[src/rtl/data_mem_responder_pkg.sv]
// rtl/data_mem_responder_pkg.sv - shared encodings and helpers for the data-memory responder
package data_mem_responder_pkg;

    // Access size encodings (size 2'b11 is served as a word)
    localparam logic [1:0] MEM_SIZE_BYTE = 2'b00;
    localparam logic [1:0] MEM_SIZE_HALF = 2'b01;
    localparam logic [1:0] MEM_SIZE_WORD = 2'b10;

    // Direction encodings
    localparam logic MEM_RW_LOAD  = 1'b0;
    localparam logic MEM_RW_STORE = 1'b1;

    // Responder FSM states
    typedef enum logic [1:0] {
        IDLE   = 2'b00,
        ACCESS = 2'b01,
        DONE   = 2'b10
    } mem_state_t;

    // Index of the last byte of an access: k-1 for k = 1/2/4 bytes
    function automatic logic [1:0] size_last_idx(input logic [1:0] size);
        case (size)
            MEM_SIZE_BYTE: size_last_idx = 2'd0;
            MEM_SIZE_HALF: size_last_idx = 2'd1;
            default:       size_last_idx = 2'd3;
        endcase
    endfunction

    // Halfwords need addr[0]=0, words (and size 11) need addr[1:0]=0
    function automatic logic is_misaligned(input logic [1:0] size, input logic [1:0] addr_lo);
        case (size)
            MEM_SIZE_BYTE: is_misaligned = 1'b0;
            MEM_SIZE_HALF: is_misaligned = addr_lo[0];
            default:       is_misaligned = |addr_lo;
        endcase
    endfunction

endpackage

[src/rtl/data_mem_responder_byte_array.sv]
// rtl/data_mem_responder_byte_array.sv - single-port byte array, synchronous write, asynchronous read
module data_mem_byte_array #(
    parameter int DEPTH  = 256,
    parameter int ADDR_W = 8
) (
    input  logic              clk,
    input  logic              wr_en,
    input  logic [ADDR_W-1:0] addr,
    input  logic [7:0]        wr_data,
    output logic [7:0]        rd_data
);

    // Contents are deliberately not reset; the bench preloads through this array
    logic [7:0] Mem [DEPTH];

    // One byte written per enabled cycle
    always_ff @(posedge clk) begin
        if (wr_en) begin
            Mem[addr] <= wr_data;
        end
    end

    assign rd_data = Mem[addr];

endmodule

[src/rtl/data_mem_responder.sv]
// rtl/data_mem_responder.sv - multi-cycle byte-serial data-memory responder (option: DATA_MEM_ALIGN_CHECK_EN)
module data_mem_responder
    import data_mem_responder_pkg::*;
#(
    parameter int DEPTH  = 256,
    parameter int ADDR_W = 8
) (
    input  logic        CLK,
    input  logic        CLR,
    input  logic        Req_Enable,
    input  logic        Req_RW,
    input  logic [1:0]  Req_Size,
    input  logic [31:0] Req_Addr,
    input  logic [31:0] Req_Data,
    output logic [31:0] Rsp_Data,
    output logic        Rsp_Busy,
    output logic        Rsp_Done,
    output logic        Rsp_Error
);

    mem_state_t        state;
    logic [1:0]        byte_cnt;
    logic [1:0]        last_idx;
    logic [ADDR_W-1:0] base_addr;
    logic              rw_q;
    logic [31:0]       st_data;
    logic [31:0]       asm_data;

    logic [ADDR_W-1:0] cur_addr;
    logic [1:0]        shift_idx;
    logic [7:0]        wr_byte;
    logic [7:0]        rd_byte;
    logic              wr_en;
    logic              last_byte;

    // Address bits above the array size are intentionally ignored
    logic unused_addr_hi;
    assign unused_addr_hi = ^Req_Addr[31:ADDR_W];

    // Byte i of an access lives at base+i, wrapping at the top of the array
    assign cur_addr  = base_addr + ADDR_W'(byte_cnt);
    assign last_byte = (byte_cnt == last_idx);

    // Big-endian: byte 0 is the most-significant byte of the right-justified store data
    assign shift_idx = last_idx - byte_cnt;
    assign wr_byte   = st_data[{shift_idx, 3'b000} +: 8];

    // A reset on the same edge suppresses the pending byte write
    assign wr_en = (state == ACCESS) && (rw_q == MEM_RW_STORE) && !CLR;

    // Stall the pipeline from the capture cycle through the last byte cycle
    assign Rsp_Busy = ((state == IDLE) && Req_Enable) || (state == ACCESS);

`ifdef DATA_MEM_ALIGN_CHECK_EN
    logic err_q;
    assign Rsp_Error = err_q;
`else
    assign Rsp_Error = 1'b0;
`endif

    data_mem_byte_array #(
        .DEPTH  (DEPTH),
        .ADDR_W (ADDR_W)
    ) u_array (
        .clk     (CLK),
        .wr_en   (wr_en),
        .addr    (cur_addr),
        .wr_data (wr_byte),
        .rd_data (rd_byte)
    );

    // Request capture, byte sequencing, load assembly and completion flags
    always_ff @(posedge CLK) begin
        if (CLR) begin
            state     <= IDLE;
            byte_cnt  <= 2'd0;
            last_idx  <= 2'd0;
            base_addr <= '0;
            rw_q      <= MEM_RW_LOAD;
            st_data   <= 32'd0;
            asm_data  <= 32'd0;
            Rsp_Data  <= 32'd0;
            Rsp_Done  <= 1'b0;
`ifdef DATA_MEM_ALIGN_CHECK_EN
            err_q     <= 1'b0;
`endif
        end else begin
            case (state)
                IDLE: begin
                    Rsp_Done <= 1'b0;
`ifdef DATA_MEM_ALIGN_CHECK_EN
                    err_q    <= 1'b0;
`endif
                    if (Req_Enable) begin
                        byte_cnt  <= 2'd0;
                        last_idx  <= size_last_idx(Req_Size);
                        base_addr <= Req_Addr[ADDR_W-1:0];
                        rw_q      <= Req_RW;
                        st_data   <= Req_Data;
                        asm_data  <= 32'd0;
`ifdef DATA_MEM_ALIGN_CHECK_EN
                        if (is_misaligned(Req_Size, Req_Addr[1:0])) begin
                            state    <= DONE;
                            Rsp_Done <= 1'b1;
                            err_q    <= 1'b1;
                        end else begin
                            state    <= ACCESS;
                        end
`else
                        state <= ACCESS;
`endif
                    end
                end
                ACCESS: begin
                    if (rw_q == MEM_RW_LOAD) begin
                        asm_data <= {asm_data[23:0], rd_byte};
                    end
                    if (last_byte) begin
                        state    <= DONE;
                        Rsp_Done <= 1'b1;
                        byte_cnt <= 2'd0;
                        if (rw_q == MEM_RW_LOAD) begin
                            Rsp_Data <= {asm_data[23:0], rd_byte};
                        end
                    end else begin
                        byte_cnt <= byte_cnt + 2'd1;
                    end
                end
                DONE: begin
                    state    <= IDLE;
                    Rsp_Done <= 1'b0;
`ifdef DATA_MEM_ALIGN_CHECK_EN
                    err_q    <= 1'b0;
`endif
                end
                default: begin
                    state    <= IDLE;
                    Rsp_Done <= 1'b0;
                end
            endcase
        end
    end

endmodule

[config.mk]
export PLATFORM = sky130hd
export DESIGN_NAME = data_mem_responder
export DESIGN_NICKNAME = d
export VERILOG_FILES = /design/src/rtl/data_mem_responder_pkg.sv /design/src/rtl/data_mem_responder_byte_array.sv /design/src/rtl/data_mem_responder.sv
export SDC_FILE = /design/constraint.sdc
export NUM_CORES = 2
export LEC_CHECK = 0
export BUFFER_PORTS_ARGS = -buffer_cell sky130_fd_sc_hd__buf_2
export CAP_MARGIN = 10
export CORE_MARGIN = 1
export CORE_UTILIZATION = 35
export CTS_CLUSTER_SIZE = 25
export DETAILED_ROUTE_END_ITERATION = 12
export SLEW_MARGIN = 5
export SYNTH_ARGS = -nofsm -noshare
export SYNTH_HDL_FRONTEND = slang
export SYNTH_HIERARCHICAL = 1
export SYNTH_SLANG_ARGS = --single-unit
export TNS_END_PERCENT = 30
[constraint.sdc]
create_clock -name CLK -period 5.2 [get_ports CLK]
set_input_delay 0 -clock CLK [delete_from_list [all_inputs] [get_ports CLK]]
set_output_delay 0 -clock CLK [all_outputs]
set_load 0.03 [all_outputs]
==> flow_summary.json <==
{
  "avgSynthCellArea_sq_um": 20.5,
  "cts.sinks": 2152,
  "rr_worst_depth": 12,
  "ys.flop_type": "edfxtp_1",
  "synthArstFlopShare": 0,
  "yosysSeqAreaShare": 0.768,
  "io_buffers": 79,
  "rows": 178,
  "cts_buffer_depth": 3,
  "maxCapViolations": 0,
  "ir_worst_vdd_mv": 0.380,
  "postCtsSetupRepairBufs": 0,
  "holdPathStages": 4,
  "post-route-drc-count": 0,
  "max_freq_mhz": 217,
  "cp.required_ps": 5900,
  "critPathKind": "reg -> reg",
  "pwr_density_cell_nw_per_um2": 387,
  "slew_viol_final": 0,
  "overflow": 0,
  "r2r_start": "byte_cnt[0]$_SDFFE_PP0P_",
  "synth_cell_type_count": 44,
  "synth-edff-count": 2048,
  "p_leak_nw": 30.7,
  "track_usage": 0.168,
  "firstDrtPassIters": 5,
  "syn_area_sq_um": 82700,
  "synth_nets": 4102,
  "grt_first_pass_wirelength_mm": 293,
  "drive_gt1_frac": 0.275,
  "final.fill_count": 20500,
  "num_io_pins": 105,
  "crit_chain": "ha_4 -> fa_4 -> buf_12 -> buf_4 -> mux4_2 -> a22oi_1 -> a21oi_1 -> o41ai_1 -> buf_4 -> nand4_1 -> nand2b_1 -> mux2i_1",
  "finalHoldViolations": 0,
  "power_mw": 37.7,
  "path_max_fanout": 31,
  "pre_cts_slack_ps": 679,
  "syn2layout_area_growth_pct": 17.6,
  "post-route-util": 0.414,
  "min_period_ps": 4600,
  "drt_first_iter_violations": 4145,
  "vias": 41800,
  "status": "complete, no violations",
  "final.setup_skew_ps": 49.2,
  "cts_buffers": 211,
  "arrival_ps": 5300,
  "drt-vias-per-instance": 5.29,
  "clk_pin_slew_worst_paths_ps": 60,
  "synth_area_leaders": "edfxtp_1 (74%), mux4_2 (14%), dfxtp_1 (2.5%)",
  "htree_levels": 4,
  "synth.yosys.warnings": 6,
  "ys_seq_elements": 2152,
  "path_common_cell": "buf_4",
  "setup_slack_ps": 597,
  "start_util": 0.352,
  "dp_hpwl_mm": 119,
  "totalWireLength_mm": 200,
  "relSlewSlack": 0.164,
  "antenna_found_initial": 3,
  "gp_congestion": 0.811,
  "hold_class": "in -> reg",
  "hold-path-endpoint": "last_idx[0]$_SDFFE_PP0P_",
  "die_w_um": 488,
  "die_area_sq_um": 238000,
  "finalCritPeriodShare": 0.885,
  "rrSetupSlack_ps": 600,
  "grt_pass1_vias": 42600,
  "synth_top_area_cell": "edfxtp_1",
  "core_sq_um": 235000,
  "tightestPinTransition_ps": 1250,
  "synthCells": 4028,
  "clock_latency_ps": 860,
  "rsz0062_at_grt": "no",
  "cts_resized": 0,
  "crit_slowest_cell": "fa_4",
  "setup_viol": 0,
  "cts_root_buf": "clkbuf_16",
  "antenna_left": 0,
  "tritoncts": "built",
  "synth.top_cell.area_share": 0.743,
  "wl_per_cell_um": 25.3,
  "slowest_delay_ps": 980,
  "cp-end-kind": "flop",
  "r2r_end": "Rsp_Data[5]$_SDFFE_PP0P_",
  "cp-start-kind": "flop",
  "nets": 4655,
  "dieHeight_um": 488,
  "setup-tns-final_ps": 0,
  "hold_start": "Req_Size[0]",
  "grt_max_degree": 213
}
==> layer usage <==
metal | track usage | share of wire | vias up
met2 | 0.267 | 0.48 | 1577
met3 | 0.0320 | 0.070 | 327
met1 | 0.231 | 0.42 | 22100
met4 | 0.0554 | 0.031 | 0
met5 | 0 | 0 | -
li1 | - | - | 17800
==> Yosys cell counts (2+ instances only) <==
library cell / n
buf_2: 40
mux2i_1: 32
and3_1: 2
buf_1: 20
nor3b_1: 2
mux4_1: 5
xnor2_1: 5
or2_2: 2
o41ai_1: 32
buf_6: 19
inv_1: 3
a21oi_1: 197
edfxtp_1: 2048
nand2b_1: 72
nor3_1: 33
nand2_1: 138
nand4b_1: 2
nor2b_1: 8
nor2_1: 232
buf_4: 17
mux4_2: 515
and2_1: 3
ha_1: 3
clkbuf_1: 174
a22oi_1: 256
or3b_2: 2
nand4_1: 8
dfxtp_1: 104
nand3_1: 39
==> report_power, final <==
part	internal (mW)	switching (mW)	leakage [nW]	total, mW
Sequential	19.5	0.0342	20.1	19.5
Combinational	1.33	2.21	7.33	3.54
Clock	8.27	6.39	3.21	14.7
==> layout by cell type (no fill, tap or decap), types with 3 or more instances in the layout <==
master and n:
nand2b_1 70, clkbuf_1 53, nand3_1 34, a22oi_1 256, clkbuf_16 217, clkinv_2 39
mux4_2 512, nor3b_2 3, mux2i_1 32, clkinvlp_4 6, nor2_1 231, nand3_2 5
edfxtp_1 2048, nor2b_1 6, buf_4 360, nand4_1 8, inv_1 3, mux4_4 8
a21oi_1 197, buf_2 78, dfxtp_1 104, diode_2 5, buf_12 38, bufinv_16 13
nand2_1 138, dlygate4sd3_1 134, nor3_1 33, clkinvlp_2 3, clkinv_1 48, o41ai_1 32
xnor2_1 5
==> kinds of logic (layout without fill, tap and decap cells) <==
| kind of cell | count (synthesis) | count (layout) | share of synthesized area |
|---|---|---|---|
| and+or+nand+nor | 547 | 547 | 0.0293 |
| DFF | 2152 | 2152 | 0.768 |
| buffers and inverters | 273 | 1001 | 0.0155 |
| other | 1 | 6 | 0.0000453 |
| AOI/OAI and AO/OA | 491 | 491 | 0.0391 |
| adders and majority gates | 4 | 4 | 0.000696 |
| xor gates and xnor gates | 8 | 8 | 0.00130 |
| muxes | 552 | 552 | 0.146 |
==> area by class of cell <==
| type | count | area (sq um) | area share |
|---|---|---|---|
| inverter | 3 | 11.3 | 0.000116 |
| tap | 3150 | 3940 | 0.0405 |
| sequential | 2152 | 63600 | 0.653 |
| clock buffer | 270 | 5630 | 0.0578 |
| timing repair buffer | 610 | 5190 | 0.0534 |
| antenna | 5 | 12.5 | 0.000129 |
| clock inverter | 118 | 976 | 0.0100 |
| multi-input combinational | 1603 | 18000 | 0.185 |
==> critical path: cells and delay by family (launching register included) <==
kind                     cells  cell delay, ps
flip-flops                   1             380
AO/OA/AOI/OAI                3            1020
AND/OR/NAND/NOR              2             500
multiplexers                 2             430
buffers and inverters        3             850
adder cells (fa/ha/maj)      2            1180
==> per-stage QoR <==
step	area (sq um)	hold slack [ps]	std cells
finish	97300	92.3	7911
global route	97300	88.7	7910
floorplan	82700	136	4028
CTS	97300	12.1	7906
detailed placement	89400	247	7384
global placement	89400	251	7384
==> state kept, by name, indices dropped and copies added (netlist names) <==
name	cells
Rsp_Done	1
rw_q	1
base_addr	8
last_idx	2
state	2
Rsp_Data	32
u_array/Mem	2048
asm_data	24
byte_cnt	2
st_data	32
==> worst max-delay path by stage <==
stage | startpoint | end | cells after the start
after global placement | byte_cnt[0]$_SDFFE_PP0P_ | Rsp_Data[0]$_SDFFE_PP0P_ | 12
final | byte_cnt[0]$_SDFFE_PP0P_ | Rsp_Data[5]$_SDFFE_PP0P_ | 12
after CTS | byte_cnt[0]$_SDFFE_PP0P_ | Rsp_Data[5]$_SDFFE_PP0P_ | 12
after detailed placement | byte_cnt[0]$_SDFFE_PP0P_ | Rsp_Data[5]$_SDFFE_PP0P_ | 12
after floorplan | byte_cnt[1]$_SDFFE_PP0P_ | u_array/Mem[0][0]$_DFFE_PP_ | 3
after global routing | byte_cnt[1]$_SDFFE_PP0P_ | Rsp_Data[4]$_SDFFE_PP0P_ | 14
==> timing repair <==
item,CTS,global route
hold endpoints to repair,84,0
setup endpoints to repair,0,0
hold buffers,134,0
Power figures use the tool's default switching activity.
